[src/rtl/elink_test_pkg.sv]
// Shared types and constants for the eLink loopback test sequencer.
package elink_test_pkg;

    typedef enum logic [1:0] {
        IDLE = 2'd0,
        INIT = 2'd1,
        RUN  = 2'd2,
        DONE = 2'd3
    } seq_state_e;

    localparam logic MODE_PAR = 1'b0;
    localparam logic MODE_SEQ = 1'b1;

    localparam logic [19:0] DEFAULT_TIMEOUT_CYCLES = 20'hFFFFF;

endpackage

[src/rtl/elink_test_sequencer_if.sv]
// Per-channel start/done/error bundle between the sequencer (master) and the channel checkers (slave).
interface elink_test_sequencer_if #(
    parameter int unsigned N_CHAN = 3
);
    logic [N_CHAN-1:0] chan_start;
    logic [N_CHAN-1:0] chan_done;
    logic [N_CHAN-1:0] chan_error;

    modport master (
        output chan_start,
        input  chan_done,
        input  chan_error
    );

    modport slave (
        input  chan_start,
        output chan_done,
        output chan_error
    );
endinterface

[src/rtl/elink_test_watchdog.sv]
// Per-phase watchdog: cleared on phase entry, counts while enabled, flags expiry at LIMIT.
module elink_test_watchdog
    import elink_test_pkg::*;
#(
    parameter int unsigned     TO_W  = 20,
    parameter logic [TO_W-1:0] LIMIT = '1
) (
    input  logic aclk,
    input  logic aresetn,
    input  logic clr,
    input  logic en,
    output logic expired
);

    logic [TO_W-1:0] cnt_q;
    logic [TO_W-1:0] cnt_d;

    assign expired = en && (cnt_q == LIMIT);

    // Holds at LIMIT so a stalled phase keeps reporting expiry until it is cleared.
    always_comb begin
        cnt_d = cnt_q;
        if (clr) begin
            cnt_d = '0;
        end else if (en && (cnt_q != LIMIT)) begin
            cnt_d = cnt_q + TO_W'(1);
        end
    end

    always_ff @(posedge aclk or negedge aresetn) begin
        if (!aresetn) begin
            cnt_q <= '0;
        end else begin
            cnt_q <= cnt_d;
        end
    end

endmodule

[src/rtl/elink_test_sequencer.sv]
// eLink loopback test sequencer: INIT channel first, then traffic channels in parallel or in
// ascending order, with sticky error/timeout scoreboard. Watchdog built only with ELINK_SEQ_TIMEOUT_EN.
module elink_test_sequencer
    import elink_test_pkg::*;
#(
    parameter int unsigned     N_CHAN         = 3,
    parameter int unsigned     CNT_W          = 32,
    parameter int unsigned     TO_W           = 20,
    parameter logic [TO_W-1:0] TIMEOUT_CYCLES = TO_W'(DEFAULT_TIMEOUT_CYCLES)
) (
    input  logic                   aclk,
    input  logic                   aresetn,
    input  logic                   start,
    input  logic                   seq_mode,
    elink_test_sequencer_if.master chan,
    output logic                   busy,
    output logic                   done,
    output logic                   pass,
    output logic                   fail,
    output logic [N_CHAN-1:0]      err_vec,
    output logic [N_CHAN-1:0]      timeout_vec,
    output logic [CNT_W-1:0]       cycle_count
);

    localparam int unsigned     IDX_W    = $clog2(N_CHAN);
    localparam logic [IDX_W-1:0] LAST_IDX = IDX_W'(N_CHAN - 1);

    seq_state_e        state_q, state_d;
    logic              start_q;
    logic              mode_q, mode_d;
    logic [IDX_W-1:0]  cur_q, cur_d;
    logic [N_CHAN-1:0] chan_start_q, chan_start_d;
    logic [N_CHAN-1:0] err_q, err_d;
    logic [N_CHAN-1:0] to_q, to_d;
    logic [N_CHAN-1:0] fin_q, fin_d;
    logic [CNT_W-1:0]  cnt_q, cnt_d;

    logic              start_edge;
    logic              phase_active;
    logic              wd_clr;
    logic              wd_en;
    logic              wd_expired;
    logic [N_CHAN-1:0] pending;
    logic [N_CHAN-1:0] done_hit;
    logic [N_CHAN-1:0] to_hit;
    logic [N_CHAN-1:0] err_hit;

    assign start_edge   = start & ~start_q;
    assign phase_active = (state_q == INIT) || (state_q == RUN);
    assign wd_en        = phase_active && (|pending);

    // A channel is pending from its start until its first done or timeout.
    genvar gi;
    for (gi = 0; gi < N_CHAN; gi++) begin : g_chan
        assign pending[gi]  = chan_start_q[gi] & ~fin_q[gi];
        assign done_hit[gi] = pending[gi] & chan.chan_done[gi];
        assign to_hit[gi]   = pending[gi] & ~chan.chan_done[gi] & wd_expired;
        assign err_hit[gi]  = pending[gi] & chan.chan_error[gi];
    end

`ifdef ELINK_SEQ_TIMEOUT_EN
    elink_test_watchdog #(
        .TO_W  (TO_W),
        .LIMIT (TIMEOUT_CYCLES)
    ) u_watchdog (
        .aclk    (aclk),
        .aresetn (aresetn),
        .clr     (wd_clr),
        .en      (wd_en),
        .expired (wd_expired)
    );
`else
    logic unused_wd;
    assign wd_expired = 1'b0;
    assign unused_wd  = ^{TIMEOUT_CYCLES, wd_clr, wd_en};
`endif

    always_comb begin
        state_d      = state_q;
        mode_d       = mode_q;
        cur_d        = cur_q;
        chan_start_d = chan_start_q;
        err_d        = err_q;
        to_d         = to_q;
        fin_d        = fin_q;
        cnt_d        = cnt_q;
        wd_clr       = 1'b0;

        if (phase_active) begin
            err_d = err_q | err_hit;
            to_d  = to_q | to_hit;
            fin_d = fin_q | done_hit | to_hit;
            if (cnt_q != '1) begin
                cnt_d = cnt_q + CNT_W'(1);
            end
        end

        case (state_q)
            IDLE, DONE: begin
                if (start_edge) begin
                    state_d      = INIT;
                    mode_d       = seq_mode;
                    cur_d        = IDX_W'(1);
                    chan_start_d = N_CHAN'(1);
                    err_d        = '0;
                    to_d         = '0;
                    fin_d        = '0;
                    cnt_d        = '0;
                    wd_clr       = 1'b1;
                end
            end
            INIT: begin
                // Decision uses this cycle's capture so a same-cycle error still blocks traffic.
                if (fin_d[0]) begin
                    wd_clr = 1'b1;
                    if (err_d[0] || to_d[0]) begin
                        state_d = DONE;
                    end else begin
                        state_d = RUN;
                        if (mode_q == MODE_SEQ) begin
                            chan_start_d[1] = 1'b1;
                        end else begin
                            chan_start_d = '1;
                        end
                    end
                end
            end
            RUN: begin
                if (mode_q == MODE_SEQ) begin
                    if (fin_d[cur_q]) begin
                        if (cur_q == LAST_IDX) begin
                            state_d = DONE;
                        end else begin
                            cur_d               = cur_q + IDX_W'(1);
                            chan_start_d[cur_d] = 1'b1;
                            wd_clr              = 1'b1;
                        end
                    end
                end else if (&fin_d) begin
                    state_d = DONE;
                end
            end
            default: state_d = IDLE;
        endcase
    end

    always_ff @(posedge aclk or negedge aresetn) begin
        if (!aresetn) begin
            state_q      <= IDLE;
            start_q      <= 1'b0;
            mode_q       <= MODE_PAR;
            cur_q        <= '0;
            chan_start_q <= '0;
            err_q        <= '0;
            to_q         <= '0;
            fin_q        <= '0;
            cnt_q        <= '0;
        end else begin
            state_q      <= state_d;
            start_q      <= start;
            mode_q       <= mode_d;
            cur_q        <= cur_d;
            chan_start_q <= chan_start_d;
            err_q        <= err_d;
            to_q         <= to_d;
            fin_q        <= fin_d;
            cnt_q        <= cnt_d;
        end
    end

    assign chan.chan_start = chan_start_q;
    assign busy            = phase_active;
    assign done            = (state_q == DONE);
    assign pass            = done & ~(|err_q) & ~(|to_q);
    assign fail            = done & ((|err_q) | (|to_q));
    assign err_vec         = err_q;
    assign timeout_vec     = to_q;
    assign cycle_count     = cnt_q;

endmodule

[src/flat_wrapper.sv]
// flat-port wrapper written by rule: the top's interface ports become plain ports
module elink_test_sequencer_flat import elink_test_pkg::*;
#(
    parameter int unsigned     N_CHAN         = 3,
    parameter int unsigned     CNT_W          = 32,
    parameter int unsigned     TO_W           = 20,
    parameter logic [TO_W-1:0] TIMEOUT_CYCLES = TO_W'(DEFAULT_TIMEOUT_CYCLES)
)
  (aclk, aresetn, start, seq_mode, busy, done, pass, fail, err_vec, timeout_vec, cycle_count, chan_chan_start, chan_chan_done, chan_chan_error);
  elink_test_sequencer_if #(.N_CHAN(N_CHAN)) chan_i ();
  input  logic aclk;
  input  logic aresetn;
  input  logic start;
  input  logic seq_mode;
  output logic busy;
  output logic done;
  output logic pass;
  output logic fail;
  output logic [N_CHAN-1:0] err_vec;
  output logic [N_CHAN-1:0] timeout_vec;
  output logic [CNT_W-1:0] cycle_count;
  output wire logic [$bits(chan_i.chan_start)-1:0] chan_chan_start;
  input wire logic [$bits(chan_i.chan_done)-1:0] chan_chan_done;
  input wire logic [$bits(chan_i.chan_error)-1:0] chan_chan_error;
  assign chan_chan_start = chan_i.chan_start;
  assign chan_i.chan_done = chan_chan_done;
  assign chan_i.chan_error = chan_chan_error;
  elink_test_sequencer #(.N_CHAN(N_CHAN), .CNT_W(CNT_W), .TO_W(TO_W), .TIMEOUT_CYCLES(TIMEOUT_CYCLES)) u_core (.aclk(aclk), .aresetn(aresetn), .start(start), .seq_mode(seq_mode), .chan(chan_i), .busy(busy), .done(done), .pass(pass), .fail(fail), .err_vec(err_vec), .timeout_vec(timeout_vec), .cycle_count(cycle_count));
endmodule
[config.mk]
export PLATFORM = sky130hd
export DESIGN_NAME = elink_test_sequencer_flat
export DESIGN_NICKNAME = d
export VERILOG_FILES = /design/src/rtl/elink_test_pkg.sv /design/src/rtl/elink_test_sequencer_if.sv /design/src/rtl/elink_test_watchdog.sv /design/src/rtl/elink_test_sequencer.sv /design/src/flat_wrapper.sv
export SDC_FILE = /design/constraint.sdc
export NUM_CORES = 1
export LEC_CHECK = 0
export CAP_MARGIN = 20
export CORE_AREA = 3 3 75 77
export DETAILED_ROUTE_END_ITERATION = 10
export DIE_AREA = 0 0 78 80
export PLACE_DENSITY = 0.82
export SLEW_MARGIN = 0
export SYNTH_ARGS = -nofsm -noshare
export SYNTH_HDL_FRONTEND = slang
export SYNTH_HIERARCHICAL = 1
export SYNTH_SLANG_ARGS = --single-unit
[constraint.sdc]
create_clock -name aclk -period 5.1 [get_ports aclk]
set_input_delay 1.53 -clock aclk [delete_from_list [all_inputs] [get_ports aclk]]
set_output_delay 1.53 -clock aclk [all_outputs]
set_load 0.02 [all_outputs]
## Word-level counts from Yosys, hierarchy flattened

Cells that the tools add are included.

| storage, ports and cells | value |
|---|---|
| flip-flop bits (word level) | 47 |
| input port bits | 10 |
| output and inout port bits | 45 |
| logic and storage cells | 95 |

| cells by class | value |
|---|---|
| eq/ne operators | 15 |
| bitwise logic cells | 20 |
| add/sub/neg operators | 2 |
| muxes and demuxes | 34 |
| reduce and logical (&&, ||, !) cells | 12 |
| magnitude comparators | 3 |

Operators by type and width:

| kind | count |
|---|---|
| two-way mux 32 bit | 4 |
| two-way mux 3 bit | 12 |
| adder 32 x 1 -> 32 bit (second input constant) | 1 |
| inequality test 32 bit (second input constant) | 1 |
| two-way mux 2 bit | 9 |
| bitwise AND 1 bit | 12 |
| inequality test 2 bit (second input constant) | 5 |
| AND reduction 5 bit | 2 |
| OR 3 bit | 3 |
| case mux 3 bit (3 select lines) | 1 |
| AND reduction 7 bit | 1 |
| equality test 2 bit (second input constant) | 3 |
| less-than comparator 2 x 3 -> 1 bit (second input constant) | 2 |
| inequality test 3 bit (second input constant) | 2 |
| case mux 2 bit (3 select lines) | 1 |
| AND reduction 6 bit | 1 |
| NOT 1 bit | 5 |
| two-way mux 1 bit | 4 |
| inequality test 2 x 1 -> 1 bit (second input constant) | 2 |
| case mux 2 bit (2 select lines) | 1 |
| inequality test 3 x 2 -> 1 bit (second input constant) | 1 |
| AND reduction 3 bit | 1 |
| OR reduction 3 bit | 1 |
| adder 2 x 1 -> 2 bit (second input constant) | 1 |
| 10 further kinds | 10 |

## Longest topological paths before layout

Gate-level depths: netlist of the first run.

| logic depth | value |
|---|---|
| depth in word-level cells | 10 |
| depth in mapped cells | 9 |
| depth with buffers taken out | 8 |

## Worst setup path after synthesis of the first run

No wires, ideal clock.

| timing | value |
|---|---|
| kind | input to register |
| start | in chan_chan_done[0] |
| end | reg u_core.state_q[0] |
| path buffers | 0 |
| cell stages on the path | 6 |
| arrival time | 2762 ps |
| required time | 4972 ps |
| setup time | 128 ps |
| slack | 2210 ps |
| path through | and3b_1 > nor3_1 > o32ai_2 > nand2_1 > a31oi_1 > mux2_1 |

| on the way | value |
|---|---|
| longest elaborated chain between the ends | 7 |
| elaborated cells on any way between the ends | 10 |
| those cells by class | eq/ne (3); mux (3); bitwise (2); reduce/logical (2) |

RTL lines:

| item | RTL line | RTL |
|---|---|---|
| start, declared | flat_wrapper.sv:23 | `input wire logic [$bits(chan_i.chan_done)-1:0] chan_chan_done;` |
| bitwise AND 1 bit * | elink_test_sequencer.sv:56 | `assign done_hit[gi] = pending[gi] & chan.chan_done[gi];` |
| OR 3 bit * | elink_test_sequencer.sv:92 | `fin_d = fin_q \| done_hit \| to_hit;` |
| two-way mux 3 bit * | elink_test_sequencer.sv:89 | `if (phase_active) begin` |
| binary-select mux 1 bit (select 2 bit) | elink_test_sequencer.sv:130 | `if (fin_d[cur_q]) begin` |
| two-way mux 1 bit (implied by the code) | elink_test_sequencer.sv:130 |  |
| inequality test 3 bit (no line) | n/a |  |
| AND reduction 5 bit (no line) * | n/a |  |
| end signal, assigned | elink_test_sequencer.sv:159 | `state_q <= state_d;` |
| end, declared | elink_test_sequencer.sv:28 | `seq_state_e state_q, state_d;` |

Mark *: on every way between the ends. The rest lies on a longest branch, timed or not. The select of a mux whose other input is x is not followed.
A chain may end at the register's enable or synchronous reset.

## Final worst setup path of the first run

| timing | value |
|---|---|
| start | reg u_core.state_q[0] |
| end | out busy |

| on the way | value |
|---|---|
| longest elaborated chain between the ends | 2 |
| elaborated cells on any way between the ends | 3 |
| those cells by class | eq/ne (2); reduce/logical (1) |

RTL lines:

| item | RTL line | RTL |
|---|---|---|
| equality test 2 x 1 -> 1 bit / equality test 2 bit (equally long branches) | elink_test_sequencer.sv:49 | `assign phase_active = (state_q == INIT) \|\| (state_q == RUN);` |
| logical OR 1 bit * | elink_test_sequencer.sv:49 |  |
| end, declared | flat_wrapper.sv:15 | `output logic busy;` |

Mark *: on every way between the ends. The rest lies on a longest branch, timed or not.

==> impl_metrics.csv, run 1 <==
group,metric,value,unit
power,max-vdd-ir-drop,238.6,uV
timing,slew_headroom,0.5792,
logic_synthesis,ys_ff_latch,47,
worst_setup_path,arrival,2.09,ns
logic_synthesis,ys_async_sr_fraction,1.000,
logic_synthesis,ys_seq_area_frac,0.4322,
placed_design,dpl_worst_slack,1.600,ns
final_layout,area.growth.synth_to_final,23.17,%
routing,finalWirelength,6545,um
power,pwr-share-clk,0.130,
clock_tree,cts_buffer_depth,2,
hold_path,worstHoldStart,"u_core/fin_q[2]",
power,combPwrFrac,0.515,
global_routing,grt_start_max_net_pins,48,
timing,finalCritPeriodShare,0.7107,
global_routing,grt_pass1_vias,2286,
worst_setup_path,cp_common_cell,"inv_1",
timing,finalSetupTns,0,ns
worst_setup_path,cpPeakStageDelay,0.69,ns
clock_tree,cts_setup_buffers,0,
global_routing,track_usage,0.2198,
hold_path,holdCritPathClass,"reg2reg",
worst_setup_path,critPathTopFamily,"buffers and inverters",
timing,setup_violations,0,
logic_synthesis,syn_inst,301,
die,die_h,80,um
die,fp.coreArea,0.005075,mm2
final_layout,drive_above_1_share,0.04598,
worst_setup_path,crit_path_end_kind,"primary output",
clock_tree,cts_buffers,5,
timing,finalMaxSlewViolations,0,
routing,drt_iter0_markers,232,
die,std_cell_rows,26,
routing,via_per_inst,5.883,
timing,min_period,3.624,ns
flow_run,cap_viol_max_count,0,
power,swShare,0.4467,
power,p_leak,1.414,nW
timing,worst_pin_slew,0.6293,ns
power,power_frac_seq,0.354,
logic_synthesis,synth_largest_area_cell,"dfrtp_1",
global_routing,grt_pass1_wl,10960,um
clock_tree,cts_sinks,47,
global_routing,grt-ovfl-total,0,
power,p_switching,0.7024,mW
die,initial_core_util,0.5362,
clock_tree,clk_pin_slew,0.08,ns
logic_synthesis,synth_top_flop_cell,"dfrtp_1",
logic_synthesis,yosysMostFrequentCell,"dfrtp_1",
worst_setup_path,critPathBufInv,3,
timing,fmax,275.9,MHz
power,powerDensity,469.1,mW/mm2
placed_design,port_buffers,51,
die,fp.dieArea,0.006240,mm2
worst_setup_path,crit_start,"u_core/state_q[0]",
logic_synthesis,synthTopCellsByArea,"dfrtp_1 (43%), nor2_1 (5.1%), o21ai_0 (4.0%), ha_1 (3.7%), nand3_1 (3.5%)",
worst_setup_path,cp-start-kind,"flip-flop",
logic_synthesis,ys_types,49,
die,ios,55,
placed_design,place.gp.congestion,0.8727,
routing,via_count,2459,
timing,hold_viol,0,
final_layout,fin_nets,367,
worst_setup_path,worst-path-max-fanout,15,
clock_tree,ctsResizeCount,0,
timing,fin_worst_skew,0.004001,ns
placed_design,place_area,0.003259,mm2
logic_synthesis,avgSynthCellArea,9.041,um2
clock_tree,clockRootBuffer,"clkbuf_8",
global_routing,grt_antenna_before_repair,0,
worst_setup_path,r2r_start,"u_core/state_q[0]",
logic_synthesis,synth_warnings,6,
final_layout,utilization,0.6605,
logic_synthesis,synth_top_area_frac,0.4322,
worst_setup_path,cp_slowest_cell,"clkdlybuf4s50_1",
worst_setup_path,cp.required,3.57,ns
clock_tree,clk_latency,0.30,ns
routing,avgRoutedWirePerCell,15.66,um
status,status,"finished clean",
die,die_w,78,um
logic_synthesis,syn_area,0.002721,mm2
worst_setup_path,crit_chain,"inv_1 -> ha_1 -> inv_1 -> clkdlybuf4s50_1",
clock_tree,cts.htree.levels,2,
clock_tree,cts_tree,"yes",
routing,drc,0,
logic_synthesis,synth_commonest_cells,"dfrtp_1 (47), nor2_1 (37), o21ai_0 (22), nand2_1 (19), nand3_1 (19)",
final_layout,antenna_cells,0,
clock_tree,cts_hold_buf,0,
final_layout,design_area,0.003352,mm2
power,p_int,0.8701,mW
final_layout,fillers,450,
final_layout,regArea,0.001176,mm2
routing,antenna_left,0,
final_layout,multi_input_area,0.001438,mm2
worst_setup_path,critPathKind,"reg2out",
placed_design,post-dp-hpwl,4656,um
routing,dr.pass1.iters,5,
timing,layout_setup_ws,1.476,ns
logic_synthesis,synth_edf_count,0,
timing,rsz0062_at_grt,"no",
-- registers in the layout, summed over array words and instances, names as in the netlist --
signal / cells
u_core/mode_q: 1
u_core/start_q: 1
u_core/fin_q: 3
u_core/state_q: 2
u_core/cur_q: 2
u_core/chan.chan_start: 3
u_core/err_vec: 3
u_core/cycle_count: 32
-- final cells by class --
cell class | count | share of cell area
sequential | 47 | 0.3509
inverter | 10 | 0.01120
tap | 70 | 0.02613
multi-input combinational | 231 | 0.4289
clock buffer | 6 | 0.02165
timing repair buffer | 54 | 0.1613
-- power by group through the flow --
stage | registers, mW | logic (mW) | clock network, mW
6_report | 0.557 | 0.810 | 0.205
5_1_grt | 0.573 | 0.894 | 0.227
2_1_floorplan | 0.583 | 0.518 | 0
3_3_place_gp | 0.558 | 0.784 | 0
3_5_place_dp | 0.561 | 0.800 | 0
4_1_cts | 0.555 | 0.805 | 0.212
-- layout by cell type (no fill, tap or decap), drive strengths merged, types with 2 or more instances in the layout --
| cell | n |
|---|---|
| nor2b | 3 |
| or4 | 2 |
| clkbuf | 6 |
| inv | 10 |
| nand3 | 19 |
| mux2i | 2 |
| a31oi | 11 |
| nand4b | 2 |
| and4 | 5 |
| a211oi | 2 |
| dfrtp | 47 |
| xnor2 | 8 |
| xor2 | 10 |
| o22ai | 2 |
| nor2 | 37 |
| nor3 | 8 |
| nand2b | 3 |
| ha | 8 |
| clkdlybuf4s50 | 50 |
| buf | 4 |
| nand2 | 19 |
| or3 | 9 |
| and3 | 11 |
| nand4 | 11 |
| a21oi | 13 |
| o31ai | 2 |
| o21ai | 23 |
| conb | 3 |
| nor3b | 3 |
| o211ai | 2 |
-- per-stage QoR --
stage,std cells,hold slack [ns],power [mW]
finish,418,0.5559,1.572
floorplan,303,0.4907,1.101
global route,418,0.5749,1.694
CTS,417,0.5540,1.572
global placement,411,0.5218,1.341
detailed placement,411,0.5335,1.361
-- cell families (layout without fill, tap and decap cells) --
group           count (synthesis)  count (layout)  share of synthesized area
other cells                     1               3                   0.001378
simple gates                  136             136                     0.2740
mux                             3               3                    0.01149
buf+inv                        25              70                    0.04230
flops                          47              47                     0.4322
xor+xnor                       18              18                    0.05793
compound gates                 63              63                     0.1439
fa+ha+maj                       8               8                    0.03678
-- worst min-delay path, stage by stage (launching register included) --
cell and delay (ns):
dfrtp_1 0.34, a31oi_1 0.08, nor2_1 0.09
-- per-layer routing --
metal | wire length [um] | part of all wire | global-route usage
met5 | 0 | 0 | 0
met4 | 84 | 0.013 | 0.06818
met3 | 403 | 0.062 | 0.04402
met2 | 3016 | 0.46 | 0.3493
met1 | 3041 | 0.46 | 0.3032
-- path summary, 6_finish.rpt --
path | endpoint | slack (ns) | depth (start not counted)
hold / removal | u_core/fin_q[2] | 0.56 | 2
hold reg to reg | u_core/fin_q[2] | 0.56 | 2
min in group asynchronous | u_core/cycle_count[8] | 1.11 | 1
max in group asynchronous | u_core/chan.chan_start[2] | 3.51 | 2
setup reg to reg | u_core/state_q[0] | 2.53 | 9
setup / recovery | busy | 1.48 | 4
No activity file was read; power rests on OpenSTA's default activity.
==> run 2, diff against run 1 <==
--- a/config.mk
+++ b/config.mk
@@ -6,10 +6,10 @@
 export NUM_CORES = 1
 export LEC_CHECK = 0
 export CAP_MARGIN = 20
-export CORE_AREA = 3 3 75 77
+export CORE_AREA = 3 3 77 79
 export DETAILED_ROUTE_END_ITERATION = 10
-export DIE_AREA = 0 0 78 80
-export PLACE_DENSITY = 0.82
+export DIE_AREA = 0 0 80 82
+export PLACE_DENSITY = 0.78
 export SLEW_MARGIN = 0
 export SYNTH_ARGS = -nofsm -noshare
 export SYNTH_HDL_FRONTEND = slang
==> constraint.sdc (replaced) <==
create_clock -name aclk -period 3.6 [get_ports aclk]
set_input_delay 1.08 -clock aclk [delete_from_list [all_inputs] [get_ports aclk]]
set_output_delay 1.08 -clock aclk [all_outputs]
set_load 0.02 [all_outputs]
==> run 2 against run 1 <==
Effect of this change:
- clock skew increased by 0.0053 ns
- sequential share of layout area decreased by 0.76 points
- core utilization decreased by 2.7 points
- count of clock-buffer cells in the layout decreased by 1
- die area increased by 5.1%
- combinational power increased by 43%
- sequential cell count unchanged
- power increased by 53%
- critical path depth increased by 1
- hold slack got worse by 0.0021 ns
- highest routed layer unchanged
==> impl_metrics.csv, run 2 (synthesis results as in run 1) <==
group,metric,value,unit
status,status,"finished clean",
final_layout,final_cell_mix,"clkdlybuf4s50_1 (50), dfrtp_1 (47), nor2_1 (37)",
global_routing,grt_pass1_vias,2329,
clock_tree,clockRootBuffer,"clkbuf_8",
timing,fin_worst_skew,0.009314,ns
hold_path,worstHoldStart,"u_core/cycle_count[11]",
power,p_leak,1.446,nW
final_layout,drive_above_1_share,0.05698,
global_routing,grt_pass1_wl,11070,um
timing,finalCritPeriodShare,0.8422,
power,max-vdd-ir-drop,370.5,uV
worst_setup_path,crit_chain,"inv_1 -> ha_1 -> inv_1 -> buf_4 -> clkdlybuf4s50_1",
hold_path,holdCritPathClass,"reg2reg",
final_layout,layout_commonest_cell,"clkdlybuf4s50_1",
die,std_cell_rows,27,
routing,avgRoutedWirePerCell,15.48,um
routing,via_per_inst,5.787,
worst_setup_path,critPathKind,"reg2out",
worst_setup_path,critPathBufInv,4,
hold_path,worstHoldPathCells,1,
worst_setup_path,regToRegSetupSlack,0.98,ns
global_routing,grt_antenna_before_repair,0,
worst_setup_path,cpPeakStageDelay,0.63,ns
global_routing,grt-ovfl-total,0,
final_layout,largest_reg_flops,32,
worst_setup_path,cp_common_cell,"inv_1",
timing,fmax,329.8,MHz
worst_setup_path,worst_r2r_path_depth,9,
clock_tree,cts_hold_buf,0,
worst_setup_path,critPathTopFamily,"buffers and inverters",
worst_setup_path,cp_slowest_cell,"clkdlybuf4s50_1",
placed_design,port_buffers,51,
final_layout,fillers,478,
worst_setup_path,crit_path_end_kind,"primary output",
timing,finalMaxSlewViolations,0,
final_layout,fin_nets,368,
final_layout,area.growth.synth_to_final,25.89,%
worst_setup_path,regToRegEndpoint,"u_core/state_q[0]",
timing,setup_violations,0,
power,p_total,2.408,mW
die,fp.dieArea,0.006560,mm2
worst_setup_path,cp-start-kind,"flip-flop",
routing,finalWirelength,6549,um
clock_tree,cts_sinks,47,
placed_design,post-dp-hpwl,4603,um
die,initial_core_util,0.5035,
clock_tree,ctsResizeCount,0,
die,ios,55,
placed_design,place.gp.congestion,0.9763,
routing,via_count,2448,
final_layout,utilization,0.6338,
timing,hold_viol,0,
global_routing,grt_start_max_net_pins,48,
routing,dr.pass1.iters,4,
clock_tree,clk_latency,0.30,ns
final_layout,antenna_cells,0,
clock_tree,cts_buffer_depth,2,
die,die_h,82,um
clock_tree,cts.htree.levels,2,
worst_setup_path,arrival,1.95,ns
clock_tree,cts_setup_buffers,0,
timing,min_period,3.032,ns
routing,drt_iter0_markers,186,
worst_setup_path,r2r_start,"u_core/state_q[0]",
worst_setup_path,cp.required,2.52,ns
routing,drc,0,
timing,worst_pin_slew,0.6170,ns
hold_path,hold_end,"u_core/cycle_count[11]",
flow_run,cap_viol_max_count,0,
die,die_w,80,um
clock_tree,cts_buffers,5,
power,powerDensity,702.9,mW/mm2
worst_setup_path,worst-path-max-fanout,15,
timing,slew_headroom,0.5875,
global_routing,track_usage,0.2127,
timing,finalSetupTns,0,ns
routing,antenna_left,0,
die,fp.coreArea,0.005405,mm2
timing,rsz0062_at_grt,"no",
clock_tree,clk_pin_slew,0.09,ns
clock_tree,cts_tree,"yes",
## run 2: per-stage QoR
step           hold slack [ns]  std cells  area, um2  setup WS [ns]
6_report                0.5538        423       3426         0.5680
5_1_grt                 0.5811        423       3426         0.4640
4_1_cts                 0.5536        422       3406         0.5491
3_5_place_dp            0.5346        414       3269         0.5151
3_3_place_gp            0.5181        414       3269         0.6025
2_1_floorplan           0.4907        303       2729          1.160
## run 2: worst max-delay path by stage
stage,from,to,slack [ns],cells after the start
2_1_floorplan,chan_chan_done[0],u_core/state_q[0],1.16,6
3_3_place_gp,chan_chan_done[0],u_core/state_q[0],0.60,7
3_5_place_dp,chan_chan_done[0],u_core/state_q[0],0.52,7
4_1_cts,u_core/state_q[0],busy,0.55,5
5_1_grt,u_core/state_q[0],busy,0.46,5
6_report,u_core/state_q[0],busy,0.57,5
## run 2: layout make-up
class | instances | area [um2] | share of cell area
Inverter | 10 | 37.54 | 0.01096
Multi-Input combinational cell | 231 | 1438 | 0.4196
Sequential cell | 47 | 1176 | 0.3433
Tap cell | 72 | 90.09 | 0.02630
Clock inverter | 3 | 67.56 | 0.01972
Clock buffer | 5 | 68.82 | 0.02009
Timing Repair Buffer | 55 | 548.0 | 0.1600
## run 2: power breakdown
| group | switching [mW] | internal [mW] | total (mW) |
|---|---|---|---|
| logic | 0.682 | 0.483 | 1.16 |
| registers | 0.152 | 0.635 | 0.788 |
| clock network | 0.179 | 0.277 | 0.456 |
## run 2: routing by layer
metal / vias up / GRT usage / share of wire
met5: - / 0 / 0
met4: 0 / 0.05236 / 0.0099
met3: 8 / 0.03618 / 0.059
met2: 82 / 0.3444 / 0.47
met1: 1173 / 0.2981 / 0.46
li1: 1185 / - / -
